$ cat config.mk
export PLATFORM = sky130hd
export DESIGN_NAME = decode_stream
export DESIGN_NICKNAME = d
export VERILOG_FILES = /design/src/rtl/chip8_pkg.sv /design/src/rtl/decode_stream_lut.sv /design/src/rtl/decode_stream.sv
export SDC_FILE = /design/constraint.sdc
export NUM_CORES = 1
export LEC_CHECK = 0
export ABC_AREA = 1
export CAP_MARGIN = 25
export CORE_MARGIN = 2
export CORE_UTILIZATION = 44
export DETAILED_ROUTE_END_ITERATION = 12
export PLACE_DENSITY_LB_ADDON = 0.15
export SLEW_MARGIN = 20
export SYNTH_ARGS = -nofsm -noshare
export SYNTH_HDL_FRONTEND = slang
export SYNTH_SLANG_ARGS = --single-unit
$ cat constraint.sdc
create_clock -name clk -period 1.52 [get_ports clk]
set_clock_uncertainty 0.1 [all_clocks]
set_input_delay 0.228 -clock clk [delete_from_list [all_inputs] [get_ports clk]]
set_output_delay 0.228 -clock clk [all_outputs]
set_load 0.1 [all_outputs]
$ cat src/rtl/chip8_pkg.sv
// Opcode enumeration shared by the stream decoder and the execute FSM.
// Value 0 is reserved for illegal encodings.
package chip8_pkg;
  localparam int OP_W = 6;

  typedef enum logic [OP_W-1:0] {
    OP_ILL       = 6'd0,
    OP_CLS       = 6'd1,
    OP_RET       = 6'd2,
    OP_JP        = 6'd3,
    OP_CALL      = 6'd4,
    OP_SE_VAL    = 6'd5,
    OP_SNE_VAL   = 6'd6,
    OP_SE_VXVY   = 6'd7,
    OP_LD_VAL    = 6'd8,
    OP_ADD_VAL   = 6'd9,
    OP_LD_VXVY   = 6'd10,
    OP_OR        = 6'd11,
    OP_AND       = 6'd12,
    OP_XOR       = 6'd13,
    OP_ADD_VXVY  = 6'd14,
    OP_SUB       = 6'd15,
    OP_SHR       = 6'd16,
    OP_SUBN      = 6'd17,
    OP_SHL       = 6'd18,
    OP_SNE_VXVY  = 6'd19,
    OP_LD_I      = 6'd20,
    OP_JP_V0     = 6'd21,
    OP_RND       = 6'd22,
    OP_DRW       = 6'd23,
    OP_SKP       = 6'd24,
    OP_SKNP      = 6'd25,
    OP_LD_VX_DT  = 6'd26,
    OP_LD_VX_K   = 6'd27,
    OP_LD_DT     = 6'd28,
    OP_LD_ST     = 6'd29,
    OP_ADD_I     = 6'd30,
    OP_LD_F      = 6'd31,
    OP_LD_B      = 6'd32,
    OP_LD_MEM_I  = 6'd33,
    OP_LD_VX_MEM = 6'd34,
    OP_SCD       = 6'd35,
    OP_SCR       = 6'd36,
    OP_SCL       = 6'd37,
    OP_EXIT      = 6'd38,
    OP_LOW       = 6'd39,
    OP_HIGH      = 6'd40,
    OP_DRW16     = 6'd41,
    OP_LD_HF     = 6'd42,
    OP_LD_R      = 6'd43,
    OP_LD_VR     = 6'd44
  } op_e;
endpackage

$ cat src/rtl/decode_stream_lut.sv
// Combinational CHIP-8 / SUPER-CHIP opcode classifier.
module decode_lut
  import chip8_pkg::*;
(
  input  logic [15:0] instr,
  input  logic        schip_en,
  output op_e         op,
  output logic        illegal
);
  logic [3:0] nib;
  logic [7:0] kk;
  assign nib = instr[3:0];
  assign kk  = instr[7:0];

  always_comb begin
    op = OP_ILL;
    case (instr[15:12])
      4'h0: begin
        if (instr == 16'h00E0)      op = OP_CLS;
        else if (instr == 16'h00EE) op = OP_RET;
        else if (schip_en) begin
          if (instr[15:4] == 12'h00C) op = OP_SCD;
          else begin
            case (instr)
              16'h00FB: op = OP_SCR;
              16'h00FC: op = OP_SCL;
              16'h00FD: op = OP_EXIT;
              16'h00FE: op = OP_LOW;
              16'h00FF: op = OP_HIGH;
              default:  op = OP_ILL;
            endcase
          end
        end
      end
      4'h1: op = OP_JP;
      4'h2: op = OP_CALL;
      4'h3: op = OP_SE_VAL;
      4'h4: op = OP_SNE_VAL;
      4'h5: if (nib == 4'h0) op = OP_SE_VXVY;
      4'h6: op = OP_LD_VAL;
      4'h7: op = OP_ADD_VAL;
      4'h8: begin
        // ALU group is contiguous 10..17 for nibbles 0..7
        if (nib <= 4'h7)       op = op_e'(6'd10 + {2'b00, nib});
        else if (nib == 4'hE)  op = OP_SHL;
      end
      4'h9: if (nib == 4'h0) op = OP_SNE_VXVY;
      4'hA: op = OP_LD_I;
      4'hB: op = OP_JP_V0;
      4'hC: op = OP_RND;
      4'hD: op = (schip_en && nib == 4'h0) ? OP_DRW16 : OP_DRW;
      4'hE: begin
        if (kk == 8'h9E)      op = OP_SKP;
        else if (kk == 8'hA1) op = OP_SKNP;
      end
      4'hF: begin
        case (kk)
          8'h07: op = OP_LD_VX_DT;
          8'h0A: op = OP_LD_VX_K;
          8'h15: op = OP_LD_DT;
          8'h18: op = OP_LD_ST;
          8'h1E: op = OP_ADD_I;
          8'h29: op = OP_LD_F;
          8'h33: op = OP_LD_B;
          8'h55: op = OP_LD_MEM_I;
          8'h65: op = OP_LD_VX_MEM;
          8'h30: if (schip_en) op = OP_LD_HF;
          8'h75: if (schip_en) op = OP_LD_R;
          8'h85: if (schip_en) op = OP_LD_VR;
          default: op = OP_ILL;
        endcase
      end
      default: op = OP_ILL;
    endcase
  end

  assign illegal = (op == OP_ILL);
endmodule

$ cat src/rtl/decode_stream.sv
// Byte-stream to 16-bit instruction assembler with registered decode output
// and a valid/ready handshake toward the execute stage.
module decode_stream
  import chip8_pkg::*;
#(
  parameter int ADDR_W   = 12,
  parameter bit SCHIP_EN = 1'b0,
  parameter int OP_W     = chip8_pkg::OP_W
) (
  input  logic              clk,
  input  logic              rst,
  input  logic              flush,
  input  logic [ADDR_W-1:0] flush_pc,
  input  logic [7:0]        in_byte,
  input  logic              in_valid,
  output logic              in_ready,
  output logic              out_valid,
  input  logic              out_ready,
  output logic [OP_W-1:0]   op,
  output logic              illegal,
  output logic [15:0]       instr,
  output logic [ADDR_W-1:0] instr_pc,
  output logic [3:0]        x,
  output logic [3:0]        y,
  output logic [3:0]        nib,
  output logic [7:0]        val,
  output logic [11:0]       addr
);
  typedef enum logic [1:0] {ST_HI, ST_LO, ST_OUT} st_e;

  st_e               state;
  logic [ADDR_W-1:0] pc;
  logic [ADDR_W-1:0] hi_pc;
  logic [7:0]        hi;
  logic              acc;
  op_e               lut_op;
  logic              lut_ill;

  // In ST_OUT a new high byte may only enter alongside the output handshake.
  assign in_ready = ~flush & ((state != ST_OUT) | out_ready);
  assign acc      = in_valid & in_ready;

  decode_lut u_lut (
    .instr    ({hi, in_byte}),
    .schip_en (SCHIP_EN),
    .op       (lut_op),
    .illegal  (lut_ill)
  );

  always_ff @(posedge clk) begin
    if (rst) begin
      state     <= ST_HI;
      pc        <= '0;
      hi        <= '0;
      hi_pc     <= '0;
      out_valid <= 1'b0;
      op        <= '0;
      illegal   <= 1'b0;
      instr     <= '0;
      instr_pc  <= '0;
    end else if (flush) begin
      state     <= ST_HI;
      out_valid <= 1'b0;
      pc        <= flush_pc;
    end else begin
      case (state)
        ST_HI: if (acc) begin
          hi    <= in_byte;
          hi_pc <= pc;
          pc    <= pc + ADDR_W'(1);
          state <= ST_LO;
        end
        ST_LO: if (acc) begin
          instr     <= {hi, in_byte};
          instr_pc  <= hi_pc;
          op        <= OP_W'(lut_op);
          illegal   <= lut_ill;
          out_valid <= 1'b1;
          pc        <= pc + ADDR_W'(1);
          state     <= ST_OUT;
        end
        ST_OUT: if (out_ready) begin
          out_valid <= 1'b0;
          if (acc) begin
            hi    <= in_byte;
            hi_pc <= pc;
            pc    <= pc + ADDR_W'(1);
            state <= ST_LO;
          end else begin
            state <= ST_HI;
          end
        end
        default: state <= ST_HI;
      endcase
    end
  end

  assign x    = instr[11:8];
  assign y    = instr[7:4];
  assign nib  = instr[3:0];
  assign val  = instr[7:0];
  assign addr = instr[11:0];
endmodule
# After elaboration in Yosys (flattened, before gate mapping)
# Cells that the tools add are included.
op_classes:
  add_sub_neg: 2
  n_lt_le_gt_ge: 1
  n_eq_ne: 36
  mux: 28
  n_bitwise: 4
  reduce_logical: 14
op_table:
  columns: ["cell", "n"]
  rows:
  - ["6-bit one-hot mux with 16 select lines", 1]
  - ["12-bit 2-to-1 mux", 5]
  - ["6-bit one-hot mux with 9 select lines", 1]
  - ["12-bit one-hot mux with 2 select lines", 2]
  - ["4-bit == test (second input constant)", 9]
  - ["16-bit by 8-bit == test with 1-bit output (second input constant)", 2]
  - ["8-bit by 5-bit == test with 1-bit output (second input constant)", 3]
  - ["6-bit 2-to-1 mux", 3]
  - ["4-bit by 3-bit == test with 1-bit output (second input constant)", 4]
  - ["8-bit by 6-bit == test with 1-bit output (second input constant)", 2]
  - ["8-bit by 7-bit == test with 1-bit output (second input constant)", 2]
  - ["8-bit == test (second input constant)", 2]
  - ["8-bit 2-to-1 mux", 2]
  - ["8-bit one-hot mux with 2 select lines", 1]
  - ["5-bit 2-to-1 mux", 3]
  - ["12-bit by 1-bit adder with 12-bit output (second input constant)", 1]
  - ["3-bit AND reduction", 4]
  - ["4-bit by 2-bit == test with 1-bit output (second input constant)", 2]
  - ["8-bit by 3-bit == test with 1-bit output (second input constant)", 1]
  - ["8-bit by 4-bit == test with 1-bit output (second input constant)", 1]
  - ["4-bit logical NOT", 2]
  - ["2-bit 2-to-1 mux", 4]
  - ["2-bit != test (second input constant)", 4]
  - ["6-bit logical NOT", 1]
  - ["18 further kinds", 23]
totals:
  ff_bits: 70
  word_cells: 94

# Longest topological paths before layout
# Gate-level depths: netlist of the first run.
logic_depth:
  depth_word: 8
  ltp_mapped: 12
  depth_no_buf: 12

# Hierarchy
# From an unflattened synthesis of the first run, not the netlist that was laid out.
hier_totals:
  cells_unflattened: 629
  hier_area_um2: 3998.8
modules_own_cells:
  columns: ["mod", "n_inst", "cells_per_inst", "area_per_inst_um2", "seq_area_each_um2"]
  rows:
  - ["decode_stream", 1, 414, 3086.7, 1401.3]
  - ["decode_lut", 1, 215, 912.1, 0.0]

# Least setup slack after synthesis of the first run
# OpenSTA, ideal clock, no wires.
synth_timing:
  kind: "register to output"
  startpoint: "register instr[0]"
  endpoint: "output port instr[0]"
  arrival_ns: 1.405
  required_time_ns: 1.192
  path_slack_ns: -0.213
  stages_incl_launch_ff: 2
  path_buffers: 1
  path_cell_list: "dfxtp_1 -> buf_4"
synth_lines:
  columns: ["element", "line_no", "source"]
  rows:
  - ["start: declaration", "decode_stream.sv:21", "output logic [15:0] instr,"]
  - ["start signal: assignment", "decode_stream.sv:74", "instr <= {hi, in_byte};"]
# No word-level cell between the ends.

# Worst setup path in the final report of the first run
layout_timing:
  startpoint: "register state[0]"
  endpoint: "register hi[5]"
layout_via:
  elab_chain_len: 7
  elab_cells_between_ends: 12
layout_lines:
  columns: ["element", "line_no", "source"]
  rows:
  - ["start: declaration", "decode_stream.sv:31", "st_e state;"]
  - ["start signal: assignment", "decode_stream.sv:52", "state <= ST_HI;"]
  - ["start signal: assignment", "decode_stream.sv:62", "state <= ST_HI;"]
  - ["start signal: assignment", "decode_stream.sv:71", "state <= ST_LO;"]
  - ["2-bit != test", "decode_stream.sv:40", "assign in_ready = ~flush & ((state != ST_OUT) | out_ready);"]
  - ["1-bit OR", "decode_stream.sv:40", null]
  - ["1-bit bitwise AND", "decode_stream.sv:40", null]
  - ["1-bit bitwise AND", "decode_stream.sv:41", "assign acc = in_valid & in_ready;"]
  - ["8-bit 2-to-1 mux (2 in a row)", null, null]
  - ["8-bit one-hot mux with 2 select lines", "decode_stream.sv:66", "case (state)"]
  - ["end signal: assignment", "decode_stream.sv:68", "hi <= in_byte;"]
  - ["end signal: assignment", "decode_stream.sv:85", "hi <= in_byte;"]
  - ["end: declaration", "decode_stream.sv:34", "logic [7:0] hi;"]
# Parallel ways exist; a longest one is shown, timed or not. The select of a mux whose other input is x is not followed.
# A chain may end at the register's enable or synchronous reset.

==> flow_summary.json, run 1 <==
{
  "rows": 33,
  "powerDensity_nw_per_um2": 729.7,
  "synth_area_um2": 3643,
  "cts_buffers": 9,
  "num_vias": 3881,
  "drive_above_1_share_pct": 55.15,
  "placed_area_um2": 5593,
  "initial_core_util_pct": 44.79,
  "ys_ff_latch": 70,
  "violations": "setup timing",
  "ios": 94,
  "start_kind": "register",
  "wl_per_cell_um": 16.68,
  "drt-initial-drc-count": 231,
  "crit_path_max_fanout": 5,
  "finalPower_uw": 4898,
  "nets": 654,
  "hp-class": "in -> reg",
  "clk_pin_slew_ps": 80,
  "core_area_um2": 8134,
  "die_y_um": 95,
  "slowest_delay_ps": 340,
  "synth_cell_types": 40,
  "cts_max_level": 3,
  "cts_buffer_depth": 2,
  "via_per_inst": 5.273,
  "ant_nets": 0,
  "drv_slew": 0,
  "final_cells": 736,
  "rr_worst_depth": 11,
  "slew_headroom_pct": 75.47,
  "drcViolationCount": 0,
  "hold_viol_final": 0,
  "io_buffers": 93,
  "clock-sinks": 70,
  "fin_setup_tns_ps": -2840,
  "cts-root-buf": "clkbuf_8",
  "status": "finished, violations left",
  "fill_cells": 455,
  "min_delay_worst_endpoint": "instr[6]",
  "syn_avg_cell_area_um2": 7.466,
  "track_usage_pct": 25.20,
  "synth_cells": 488,
  "ys_seq_area_share_pct": 38.46,
  "p_leak_uw": 0.002743,
  "antenna_found_initial": 0,
  "syn_nets": 515,
  "slowest_stage": "dfxtp_2",
  "worstPathCellList": "inv_2, nand2_2, nor2_2, inv_2, nand2_4, nor2_4, nand3_4, buf_12, buf_6, o21ai_4, a21oi_1",
  "rsz0062_at_grt": "yes",
  "antenna_cells": 0,
  "die_area_um2": 9025,
  "period_needed_ps": 1712,
  "clock_latency_ps": 360,
  "yosysWarningCount": 0,
  "grt_pass1_vias": 3701,
  "cts_hold_buf": 0,
  "async_flop_share_pct": 0,
  "worst-setup-path-type": "reg -> reg",
  "ir_worst_vdd_v": 0.0005494,
  "worstPathArrival_ps": 1860,
  "grt_pass1_wl_mm": 17.64,
  "timing.rr.start": "state[0]",
  "crit_top_cell": "inv_2",
  "synth_flop_cell": "dfxtp_1",
  "gp_congestion": 0.9184,
  "setup_slack_ps": -191.8,
  "grt_overflow": 0,
  "worstHoldStart": "in_byte[6]",
  "fmax_mhz": 584.2,
  "crit_path_end_kind": "register",
  "final-setup-viol-count": 49,
  "dp.cells": 699,
  "synth-edff-count": 0,
  "dp_hpwl_mm": 7.718,
  "cts_tree": "yes",
  "fin_area_um2": 6713,
  "cap_violations": 0,
  "fin_crit_sh_pct": 112.6,
  "worstMarginPinSlew_ps": 367.9,
  "r2r_end": "hi[5]",
  "holdPathStages": 4,
  "wirelength_mm": 12.28,
  "first_pass_iters": 6,
  "r2r_slack_ps": -190,
  "required_ps": 1670,
  "die_w_um": 95,
  "syn_to_final_growth_pct": 84.24,
  "grt_max_degree": 28
}
-- cell families after synthesis --
kind of cell	count (synthesis)	synth area share, %
and+or+nand+nor	171	22.60
AOI/OAI and AO/OA	135	21.39
buffers and inverters	103	15.18
DFF	70	38.46
xor gates and xnor gates	7	1.683
adders and majority gates	2	0.6867
-- sequential cells by signal, summed over array words and instances (netlist names) --
signal and count:
state 2, instr_pc 12, illegal 1, hi 8, out_valid 1, instr 16
hi_pc 12, op 6, pc 12
-- area by class of cell --
cell class | count | area (µm²) | share of cell area, %
inverters | 50 | 209.0 | 3.113
repair inverters | 1 | 8.758 | 0.1305
clock buffers | 9 | 123.9 | 1.845
flip-flops and latches | 70 | 1430 | 21.30
repair buffers | 180 | 2521 | 37.56
well taps | 105 | 131.4 | 1.957
multi-input cells | 315 | 2177 | 32.43
clock inverters | 6 | 111.4 | 1.659
-- critical path: cells and delay by family (launching register included) --
family | cells | cell delay, ps
flops | 1 | 340
compound gates | 2 | 240
simple gates | 5 | 480
buf+inv | 4 | 410
-- timing repair --
action | in CTS | in global routing
endpoints found under the setup margin | 55 | 64
buffers inserted | 4 | 13
pin swaps | 15 | 39
gates resized for setup | 56 | 147
cloned | 2 | 5
endpoints found under the hold margin | 0 | 0
-- synth_stat cells (8+ instances only) --
| cell | instances | area (µm²) |
|---|---|---|
| buf_4 | 33 | 247.7 |
| nand3_1 | 21 | 105.1 |
| a21oi_1 | 55 | 275.3 |
| nor2_1 | 47 | 176.4 |
| buf_2 | 8 | 40.04 |
| inv_1 | 33 | 123.9 |
| o21ai_0 | 45 | 225.2 |
| nand2_1 | 70 | 262.8 |
| dfxtp_1 | 70 | 1401 |
| a21oi_2 | 12 | 105.1 |
| inv_2 | 16 | 60.06 |
-- cells in the final DEF, fill, tap and decap left out, drive strengths merged, types with 2 or more instances in the layout --
cell | Yosys | layout
buf | 45 | 152
nand2 | 75 | 75
dfxtp | 70 | 70
a21oi | 67 | 67
nor2 | 58 | 58
o21ai | 51 | 51
inv | 49 | 49
nand3 | 26 | 26
clkdlybuf4s50 | 0 | 16
clkbuf | 8 | 13
o211ai | 9 | 9
nand4 | 4 | 4
xor2 | 4 | 4
dlygate4sd2 | 0 | 4
clkinv | 1 | 4
nor3 | 4 | 4
xnor2 | 3 | 3
bufinv | 0 | 3
a31oi | 2 | 2
o221ai | 2 | 2
clkdlybuf4s15 | 0 | 2
dlymetal6s2s | 0 | 2
ha | 2 | 2
-- routing by layer --
layer	part of all wire (%)	GRT usage, %	vias up
met3	4.6	3.751	26
met1	38	29.17	1863
met2	55	45.86	143
met4	2.5	10.75	0
li1	-	-	1849
met5	0	0	-
-- how the worst max path moves through the flow --
stage	startpoint	to	slack, ps
6_report	state[0]	hi[5]	-190
5_1_grt	state[0]	hi[4]	-260
4_1_cts	state[0]	in_ready	-90
3_5_place_dp	in_byte[2]	illegal	-550
3_3_place_gp	in_byte[4]	illegal	-570
2_1_floorplan	state[0]	in_ready	20
-- stage by stage --
stage                     hold slack, ps  worst slack (ps)  util (%)
after floorplan                    261.3             16.75         -
after global placement             344.6            -566.6     68.76
after detailed placement           350.6            -548.2     68.76
after global routing               238.1            -261.9     82.53
final                              217.5            -191.8     82.53
after CTS                          353.4            -94.19     74.43
-- power breakdown --
part           leakage (µW)  internal [µW]  switching [µW]
sequential         0.000580           1900            69.9
clock              0.000115           1080             774
combinational       0.00205            453             618
Power figures use the tool's default switching activity.
==> run 2: changes to the inputs <==
- CORE_ASPECT_RATIO: not set -> 1.5
- SETUP_SLACK_MARGIN: not set -> 0.02
- SKIP_CTS_REPAIR_TIMING: not set -> 1
==> flow_summary.json, run 2 (same netlist as run 1, synthesis figures left out) <==
{
  "status": "finished, violations left",
  "violations": "setup timing",
  "start_kind": "register",
  "clock_latency_ps": 340,
  "grt_pass1_wl_mm": 17.26,
  "rsz0062_at_grt": "yes",
  "setup_slack_ps": -193.5,
  "wl_per_cell_um": 17.53,
  "wirelength_mm": 12.99,
  "final_cell_mix": "buf_12, buf_4, nand2_1, dfxtp_1, nor2_1",
  "hold_viol_final": 0,
  "slowest_stage": "dfxtp_2",
  "via_per_inst": 5.310,
  "core_area_um2": 8008,
  "gp_congestion": 0.9718,
  "drt-initial-drc-count": 143,
  "largest_register": "instr",
  "num_vias": 3935,
  "ios": 94,
  "ir_worst_vdd_v": 0.0008448,
  "cap_violations": 0,
  "fin_crit_sh_pct": 112.7,
  "crit_top_cell": "nand2_4",
  "post-route-util_pct": 85.41,
  "grt_max_degree": 27,
  "die_y_um": 115.5,
  "nets": 659,
  "fmax_mhz": 583.6,
  "slowest_delay_ps": 330,
  "ant_nets": 0,
  "largest_reg_flops": 16,
  "drv_slew": 0,
  "cpLargestDelayFamily": "buffers and inverters",
  "syn_to_final_growth_pct": 87.71,
  "fin_setup_tns_ps": -5038,
  "final_common_cell": "buf_12",
  "hp-class": "in -> reg",
  "cts_tree": "yes",
  "dp_slack_ps": -598.7,
  "grt_pass1_vias": 3669,
  "die_area_um2": 9040,
  "io_buffers": 93,
  "cts_buffer_depth": 2,
  "slew_headroom_pct": 71.31,
  "worst-setup-path-type": "reg -> out",
  "clk_pin_slew_ps": 60,
  "cts_buffers": 9,
  "finalPower_uw": 5131,
  "first_pass_iters": 4,
  "powerDensity_nw_per_um2": 750.2,
  "worstPathCellList": "inv_4, nand2_4, nor2_4, inv_2, nand2_4, buf_6, clkinvlp_4, buf_12",
  "critPathBufInv": 5,
  "cts_max_level": 3,
  "crit_path_max_fanout": 3,
  "grt_overflow": 0,
  "antenna_found_initial": 0,
  "final_cells": 741,
  "die_w_um": 78.30,
  "clock-sinks": 70,
  "drcViolationCount": 0,
  "dp.cells": 710,
  "initial_core_util_pct": 45.50,
  "worstMarginPinSlew_ps": 429.9,
  "cts-root-buf": "clkbuf_16",
  "drive_above_1_share_pct": 54.72,
  "dp_hpwl_mm": 8.245,
  "antenna_cells": 0,
  "final-setup-viol-count": 65,
  "worstPathArrival_ps": 1390,
  "track_usage_pct": 24.53,
  "period_needed_ps": 1713,
  "crit_path_end_kind": "output port",
  "required_ps": 1190,
  "rows": 40,
  "p_leak_uw": 0.002892
}
==> run 2: cell type report <==
class | count | area [µm²]
well taps | 105 | 131.4
fillers | 419 | 1169
clock inverters | 6 | 63.81
repair inverters | 1 | 8.758
multi-input cells | 315 | 2187
inverters | 50 | 217.7
clock buffers | 9 | 225.2
repair buffers | 185 | 2571
flip-flops and latches | 70 | 1434
==> run 2: routing by layer <==
metal | vias to the layer above | GRT usage, % | wire (µm)
li1 | 1881 | - | -
met1 | 1884 | 23.68 | 4485
met2 | 125 | 48.56 | 7342
met3 | 45 | 3.738 | 579
met4 | 0 | 14.04 | 583
met5 | - | 0 | 0
==> run 2: final timing paths <==
kind	from	to	slack [ps]	cells past startpoint
worst max-delay path	state[0]	in_ready	-190	8
worst min-delay path	out_ready	state[1]	180	4
worst max register to register	state[0]	illegal	-160	12
worst min register to register	hi_pc[5]	instr_pc[5]	360	2
==> run 2: report_power, final <==
group | leakage (µW) | switching, µW | internal, µW
Clock | 0.000137 | 810 | 1260
Sequential | 0.000580 | 76.3 | 1900
Combinational | 0.00217 | 620 | 466
Total | 0.00289 | 1510 | 3630
==> run 2: worst min-delay path, delay by kind of cell <==
kind | cells | cell delay [ps]
buf+inv | 2 | 230
compound gates | 1 | 70
simple gates | 1 | 40
==> run 2: metrics by stage <==
step | hold WS [ps] | cell area [µm²]
2_1_floorplan | 261.3 | 3662
3_3_place_gp | 348.7 | 5667
3_5_place_dp | 355.3 | 5667
4_1_cts | 363.9 | 5956
5_1_grt | 194.9 | 6839
6_report | 178.8 | 6839
==> run 3: changes to the inputs <==
- CORE_MARGIN: 2 -> not set
==> flow_summary.json, run 3 (same netlist as run 1, synthesis figures left out) <==
{
  "switchingPower_uw": 1618,
  "cts_buffer_depth": 2,
  "regArea_um2": 1433,
  "clk_pin_slew_ps": 60,
  "status": "finished, violations left",
  "r2r_slack_ps": -220,
  "via_per_inst": 5.563,
  "worst-setup-path-type": "reg -> out",
  "antenna_found_initial": 0,
  "intPower_uw": 3490,
  "multiInputGateArea_um2": 2330,
  "ios": 94,
  "cap_violations": 0,
  "timing.rr.start": "state[1]",
  "track_usage_pct": 25.64,
  "initial_core_util_pct": 45.50,
  "syn_to_final_growth_pct": 92.62,
  "num_vias": 4150,
  "crit_path_max_fanout": 3,
  "r2r_end": "illegal",
  "largest_reg_flops": 16,
  "grt_overflow": 0,
  "min_delay_worst_endpoint": "instr[6]",
  "required_ps": 1190,
  "cts_tree": "yes",
  "grt_pass1_wl_mm": 17.32,
  "hold_viol_final": 0,
  "nets": 663,
  "rsz0062_at_grt": "yes",
  "start_kind": "register",
  "drcViolationCount": 0,
  "crit_path_end_kind": "output port",
  "cts_buffers": 9,
  "fmax_mhz": 558.9,
  "post-route-util_pct": 87.64,
  "clock-sinks": 70,
  "largest_register": "instr",
  "die_w_um": 76.30,
  "io_buffers": 93,
  "dp_hpwl_mm": 8.258,
  "ir_worst_vdd_v": 0.0008119,
  "setup_slack_ps": -269.2,
  "placed_area_um2": 5659,
  "finalPower_uw": 5108,
  "worstPathArrival_ps": 1460,
  "clock_latency_ps": 340,
  "final_cell_mix": "buf_12, buf_4, nand2_1, dfxtp_1, a21oi_2",
  "slew_headroom_pct": 73.63,
  "holdPathStages": 4,
  "fin_crit_sh_pct": 117.7,
  "wirelength_mm": 14.39,
  "gp_congestion": 0.8853,
  "wl_per_cell_um": 19.29,
  "first_pass_iters": 5,
  "core_area_um2": 8008,
  "powerDensity_nw_per_um2": 727.9,
  "final-setup-viol-count": 63,
  "grt_max_degree": 27,
  "antenna_cells": 0,
  "p_leak_uw": 0.002925,
  "final_common_cell": "buf_12",
  "worstHoldStart": "in_byte[6]",
  "share_comb_of_total_power_pct": 22.8,
  "drt-initial-drc-count": 223,
  "pwr-share-seq_pct": 38.8,
  "violations": "setup timing",
  "power.share.clock_pct": 38.4,
  "fill_cells": 348,
  "ant_nets": 0,
  "drv_slew": 0,
  "rr_worst_depth": 11,
  "grt_pass1_vias": 3719,
  "drive_above_1_share_pct": 58.97,
  "worstMarginPinSlew_ps": 395.2,
  "die_area_um2": 8656,
  "swShare_pct": 31.68,
  "period_needed_ps": 1789,
  "hp-class": "in -> reg",
  "cts_max_level": 3,
  "fin_area_um2": 7018,
  "cts-root-buf": "clkbuf_16",
  "rows": 40,
  "die_y_um": 113.5
}
[run 3: area by class of cell]
cell class	count	area share, %
Timing Repair inverter	1	0.1248
Multi-Input combinational cell	315	33.20
Clock buffer	10	3.263
Timing Repair Buffer	189	37.48
Tap cell	105	1.872
Inverter	50	3.102
Clock inverter	6	0.5527
Sequential cell	70	20.41
[run 3: worst max path at each step]
stage          startpoint  slack, ps  cells past startpoint  endpoint
2_1_floorplan       pc[0]         40                      8    pc[10]
3_3_place_gp   in_byte[3]       -510                     12   illegal
3_5_place_dp   in_byte[2]       -540                     11   illegal
4_1_cts          state[0]       -310                      8  in_ready
5_1_grt          state[1]       -310                      7  in_ready
6_report         state[1]       -270                      7  in_ready
[run 3: routing by layer]
metal | routed length [µm] | share of wire, % | vias up | GRT usage (%)
li1 | - | - | 1879 | -
met1 | 4856 | 34 | 1972 | 24.40
met2 | 8001 | 56 | 237 | 49.31
met3 | 747 | 5.2 | 62 | 5.520
met4 | 784 | 5.4 | 0 | 16.15
met5 | 0 | 0 | - | 0
[run 3: critical path, stage by stage (launching register included)]
cell	delay, ps
dfxtp_2	390
nand2_2	100
nor2_2	120
inv_2	60
nand2_4	80
buf_6	110
clkinvlp_4	90
buf_12	170
[run 3: per-stage QoR]
| stage | TNS (ps) | std cells | hold WS [ps] | setup slack [ps] |
|---|---|---|---|---|
| detailed placement | -19870 | 709 | 352.1 | -541.4 |
| floorplan | 0 | 488 | 261.3 | 38.71 |
| global placement | -17900 | 709 | 345.1 | -510.6 |
| finish | -7430 | 746 | 247.5 | -269.2 |
| global route | -11160 | 746 | 287.8 | -313.8 |
| CTS | -3795 | 725 | 361.1 | -308.8 |
[run 3: power groups by stage]
| stage | combinational, µW | sequential, µW | clock, µW |
|---|---|---|---|
| detailed placement | 890 | 1990 | 0 |
| global placement | 877 | 1990 | 0 |
| global route | 1210 | 1990 | 2040 |
| CTS | 893 | 1950 | 1950 |
| floorplan | 413 | 2060 | 0 |
| finish | 1160 | 1980 | 1960 |
